==> src/rtl/frogger_pkg.sv <==
// Shared constants and types for the frogger collision logic.
package frogger_pkg;

  localparam int unsigned SCREEN_W    = 320;
  // Car x at or beyond this value has wrapped below zero and is not drawn.
  localparam int unsigned OFFSCREEN_X = 400;
  localparam int unsigned LIVES_W     = 3;
  localparam int unsigned IDX_W       = 4;

  typedef enum logic [1:0] {
    StIdle    = 2'd0,
    StScan    = 2'd1,
    StRespawn = 2'd2,
    StOver    = 2'd3
  } state_e;

endpackage

==> src/rtl/rect_overlap.sv <==
// Combinational strict rectangle overlap; rectangle A is a car and obeys the off-screen rule.
module rect_overlap
  import frogger_pkg::*;
#(
  parameter int unsigned AW = 16,
  parameter int unsigned AH = 10,
  parameter int unsigned BW = 10,
  parameter int unsigned BH = 10
) (
  input  logic [8:0] a_x_i,
  input  logic [7:0] a_y_i,
  input  logic [8:0] b_x_i,
  input  logic [7:0] b_y_i,
  output logic       overlap_o
);

  logic [9:0] a_x_ext, b_x_ext, a_right, b_right;
  logic [8:0] a_y_ext, b_y_ext, a_bottom, b_bottom;
  logic       a_offscreen;

  // One extra bit keeps right/bottom edges from wrapping.
  always_comb begin
    a_x_ext     = {1'b0, a_x_i};
    b_x_ext     = {1'b0, b_x_i};
    a_y_ext     = {1'b0, a_y_i};
    b_y_ext     = {1'b0, b_y_i};
    a_right     = a_x_ext + 10'(AW);
    b_right     = b_x_ext + 10'(BW);
    a_bottom    = a_y_ext + 9'(AH);
    b_bottom    = b_y_ext + 9'(BH);
    a_offscreen = (a_x_ext >= 10'(OFFSCREEN_X));
    overlap_o   = !a_offscreen &&
                  (a_x_ext < b_right) && (b_x_ext < a_right) &&
                  (a_y_ext < b_bottom) && (b_y_ext < a_bottom);
  end

endmodule

==> config.mk <==
export PLATFORM = sky130hd
export DESIGN_NAME = rect_overlap
export DESIGN_NICKNAME = d
export VERILOG_FILES = /design/src/rtl/frogger_pkg.sv /design/src/rtl/rect_overlap.sv
export SDC_FILE = /design/constraint.sdc
export NUM_CORES = 1
export LEC_CHECK = 0
export ABC_AREA = 1
export CORE_UTILIZATION = 29
export DETAILED_ROUTE_END_ITERATION = 7
export SLEW_MARGIN = 0
export SYNTH_ARGS = -nofsm -noshare
export SYNTH_HDL_FRONTEND = slang
export SYNTH_SLANG_ARGS = --single-unit
==> constraint.sdc <==
create_clock -name vclk -period 3.1
set_clock_uncertainty 0.1 [all_clocks]
set_input_delay 0.62 -clock vclk [all_inputs]
set_output_delay 0.62 -clock vclk [all_outputs]
set_load 0.03 [all_outputs]
==> out/qor.csv <==
metric,value,unit
most frequent cells in the layout,"nand2_1, buf_4, ha_1, inv_1, nor2_1",
GRT Total Usage,0.151,
WHS,1960,ps
Slew @ Worst Pin,217,ps
RSZ-0062 raised after global routing,true,
drt wl/cell,10.1,um
fmax,319,MHz
initial antenna violation count,0,
first-pass GRT wire length,5490,um
power per cell area,152,mW/mm^2
share of layout cells above drive strength 1,0.269,
Slew Limit Fails,0,
die height,67.4,um
pin count of the biggest net entering global routing,6,
Pleak,1.09,nW
CP Data Required Time,2380,ps
Seq Cell Count,0,
1st-iter DRT viols,46,
final RePlAce weighted congestion,0.892,
fin crit share,1.01,
DRC Markers,0,
Max Cap Viol,0,
post-layout util,0.504,
number of global-route vias before repair,1392,
ranking of synthesized cells by area,"ha_1, nand2_1, xor2_1, inv_1, nor2_1",
Hold WC Path Type,primary input to output port,
CP endpoint kind,output port,
"Seq/Total Area, Yosys",0,
register area,0,sq um
library cells used by synthesis,21,
# diodes,0,
Syn Nets,268,
Die ar.,0.00455,sq mm
fillers,427,
relative slew slack,0.855,
clkbuf count,0,
Non-Filler Instances,325,
CP Max Fanout,4,
Initial Utilization,0.306,
Post-Route WL,3300,um
TritonRoute pass-1 iters,4,
Vias,1454,
WS Path Type,primary input to output port,
global route overflow,0,
Yosys top cell area share,0.343,
Die Span X,67.4,um
failing checks,negative setup slack,
ANT nets after route,0,
fin crit period,3140,ps
Yosys Warn Count,0,
Vias/cell,4.47,
post-DP HPWL,2860,um
"Largest stage delay, worst path",580,ps
Placed Cells,323,
Worst Slack Setup Final,-35.8,ps
peak supply drop,59.6,uV
nets,345,
site row count,23,
slowest CP cell,clkdlybuf4s50_1,
status,"finished, violations left",
Mapped Avg Cell Area,6.21,sq um
largest area contributor in the netlist,ha_1,
Mapped Area,0.00124,sq mm
"Data arrival, critical path",2420,ps
Fin. Hold Viols,0,
total power,0.000312,W
Area growth syn-to-layout,64.7,%
I/O pin cnt,35,
count of input and output buffers,35,
"most common cell after layout, fill and taps aside",nand2_1,
Startpoint Class,primary input,
core area,0.00406,sq mm
CP Cell Sequence,"clkdlybuf4s50_1, nand3_2, xor2_2, ha_1, a21oi_2, o21ai_1, nor2_1, nand2_1, nor2_2, buf_6",
Final Setup Violations,1,
Post-Synthesis Cells,200,
stage by stage:
stage | cell area (sq um) | setup WS (ps) | setup TNS, ps
2_1_floorplan | 1240 | 78.9 | 0
3_3_place_gp | 1940 | -405 | -405
3_5_place_dp | 1940 | -462 | -462
4_1_cts | 2000 | -79.5 | -79.5
5_1_grt | 2040 | -151 | -151
6_report | 2040 | -35.8 | -35.8
kinds of logic after synthesis:
family	synth area share
XOR/XNOR	0.134
buffers and inverters	0.0816
AO/OA/AOI/OAI	0.0736
adder cells (fa/ha/maj)	0.343
AND/OR/NAND/NOR	0.368
worst max-delay path: cells and delay by family:
kind            cells  cell delay [ps]
buf+inv             2              710
simple gates        4              400
fa+ha+maj           1              320
compound gates      2              210
xor+xnor            1              150
cell type report:
type	instances	area (sq um)	share of cell area
timing repair buffer	75	641	0.313
multi-input combinational	173	1240	0.606
inverter	27	101	0.0496
tap	50	62.6	0.0306
synth_stat cells:
cell	instances
a21o_1	2
a21oi_1	8
clkinv_1	1
ha_1	34
inv_1	26
nand2_1	57
nand2_2	2
nand3_1	9
nand3_2	2
nand3b_1	4
nand4_1	4
nor2_1	20
nor2_2	2
nor3_1	2
o21a_1	1
o21ai_0	2
o21ai_1	2
o21ai_2	1
or2_1	2
xnor2_1	4
xor2_1	15
layer usage:
| metal | GRT usage | vias to the layer above | share of wire |
|---|---|---|---|
| li1 | - | 800 | - |
| met1 | 0.188 | 626 | 0.48 |
| met2 | 0.300 | 26 | 0.48 |
| met3 | 0 | 2 | 0.028 |
| met4 | 0.00266 | 0 | 0.0052 |
| met5 | 0 | - | 0 |
where the power goes:
group	internal [W]	leakage, nW	switching [W]	total, W
registers	0	0	0	0
clock network	0	0	0	0
logic	0.000160	1.08	0.000151	0.000312
total	0.000160	1.08	0.000151	0.000312
timing repair:
item                       CTS  global route
hold buffers                 0             0
setup endpoints to repair    1             1
pin swaps                   26            16
setup buffers                2             1
resized for setup           43            16
worst paths after layout:
| kind | from | endpoint | slack, ps | cells after the start |
|---|---|---|---|---|
| max | b_y_i[5] | overlap_o | -40 | 10 |
| min | b_y_i[0] | overlap_o | 1960 | 6 |
Power figures use the tool's default switching activity.
==> patch (same flow settings) <==
Set the parameter `AW` to 8 (it was 16).
--- a/src/rtl/rect_overlap.sv
+++ b/src/rtl/rect_overlap.sv
@@ -2,7 +2,7 @@
 module rect_overlap
   import frogger_pkg::*;
 #(
-  parameter int unsigned AW = 16,
+  parameter int unsigned AW = 8,
   parameter int unsigned AH = 10,
   parameter int unsigned BW = 10,
   parameter int unsigned BH = 10
Formal check against the unedited RTL: not equivalent (Yosys sat finds a counterexample).
==> patch against the original RTL <==
- sequential share of layout area unchanged
- synthesized area decreased by 3.6%
- setup slack improved by 0.054 ns
- cell area increased by 2.7%
- total power increased by 3.3%
- wire length decreased by 5.4%
- critical path depth increased by 6
- largest power group unchanged
==> patch: results (changes against the original RTL) <==
Main area contributors after synthesis: sky130_fd_sc_hd__ha_1 (35%), sky130_fd_sc_hd__nand2_1 (15%), sky130_fd_sc_hd__xor2_1 (12%), sky130_fd_sc_hd__nor2_1 (6.6%), sky130_fd_sc_hd__inv_1 (6.0%) (was sky130_fd_sc_hd__ha_1 (34%), sky130_fd_sc_hd__nand2_1 (17%), sky130_fd_sc_hd__xor2_1 (11%), sky130_fd_sc_hd__inv_1 (7.9%), sky130_fd_sc_hd__nor2_1 (6.0%)). Worst-path cell with the longest stage delay: sky130_fd_sc_hd__ha_1 (was sky130_fd_sc_hd__clkdlybuf4s50_1). The post-synth net total is 256 (was 268). The maximum number of pins on one net before global-route repair was 5 (was 6).

Actual slew at the worst max-slew pin: 0.209 ns (was 0.217 ns). For the number of detailed-routing iterations run before antenna repair, the log shows 3 (was 4). The met2 track utilization from global routing is 0.251 (was 0.300). The flow ran to the end, and the final reports show no timing, DRC or antenna violations.

The HPWL reported at the end of detailed placement was 2630 um (was 2860 um). The number of global-route vias before repair was 1222 (was 1392); the total global routing track utilization was 0.146 (was 0.151). The distinct cell type count after synthesis came out at 22 (was 21). Switching power share of the total: 0.468 (was 0.486).

The wire length reported by the detailed router was 3120 um (was 3300 um); the global-route met1 utilization was 0.212 (was 0.188). Kind of cell adding the most delay to the critical path: simple AND/OR/NAND/NOR gates (was buffers and inverters). Top post-synthesis cells by count: sky130_fd_sc_hd__nand2_1 (49), sky130_fd_sc_hd__ha_1 (33), sky130_fd_sc_hd__nor2_1 (21) (was sky130_fd_sc_hd__nand2_1 (57), sky130_fd_sc_hd__ha_1 (34), sky130_fd_sc_hd__inv_1 (26)). The detailed router's first-iteration violation count came out at 24 (was 46).

The fraction of layout instances using a drive strength above 1 was 0.331 (was 0.269). The last weighted congestion value of the routability-driven placer is 0.826 (was 0.892), and the first-pass GRT wire length is 5120 um (was 5490 um). For the number of inserted filler cells in the final layout, the log shows 366 (was 427). Share of the synthesized area in compound gates (AO/OA/AOI/OAI): 0.0837 (was 0.0736). The ratio of routed vias to standard cells is 4.38 (was 4.47), and the maximum fanout along the worst path is 2 (was 4). The logs give 1.15 nW (was 1.09 nW) for the static power due to leakage and 0.0000850 V (was 0.0000596 V) for the worst IR drop on VDD.
-- patch: repair_timing --
action | in CTS | in global routing
setup endpoints to repair | 1 | 1
buffers inserted | 6 | 2
hold buffers | 0 | 0
pin swaps | 34 | 33
gates resized for setup | 59 | 35
-- patch: power by group through the flow --
stage	registers (mW)	logic, mW	clock network [mW]
floorplan	0	0.147	0
global placement	0	0.284	0
detailed placement	0	0.285	0
CTS	0	0.305	0
global route	0	0.362	0
finish	0	0.322	0
-- patch: cell families (layout without fill, tap and decap cells) --
group,count (synthesis),after routing
and+or+nand+nor,95,95
xor gates and xnor gates,20,20
buffers and inverters,23,106
AOI/OAI and AO/OA,18,18
adders and majority gates,33,33
-- patch: per-layer routing --
layer,vias up,wire length (um)
met1,594,1630
met2,18,1430
met5,-,0
li1,789,-
met3,0,64
met4,0,0
-- patch: through the flow --
stage	area, um2	std cells	worst slack [ns]	total power, mW	TNS [ns]
finish	2100	320	0.0182	0.322	0
global route	2100	320	-0.0691	0.362	-0.0691
CTS	2010	318	-0.0842	0.305	-0.0842
detailed placement	1900	312	-0.427	0.285	-0.427
global placement	1900	312	-0.396	0.284	-0.396
floorplan	1200	189	0.158	0.147	0
-- patch: worst min path at each step --
stage                  start        end  slack (ns)  cells after the start
CTS                 b_y_i[1]  overlap_o        1.97                      9
global placement    a_y_i[0]  overlap_o        2.03                      6
detailed placement  a_y_i[0]  overlap_o        2.01                      6
global route        b_y_i[3]  overlap_o        1.98                     10
finish              b_y_i[3]  overlap_o        1.91                     10
floorplan           a_y_i[0]  overlap_o        1.42                      4
-- patch: area by class of cell --
class              instances  area (um2)  share of cell area
inverters                 23        86.3              0.0411
repair buffers            83         709               0.338
multi-input cells        166        1240               0.592
well taps                 48        60.1              0.0286
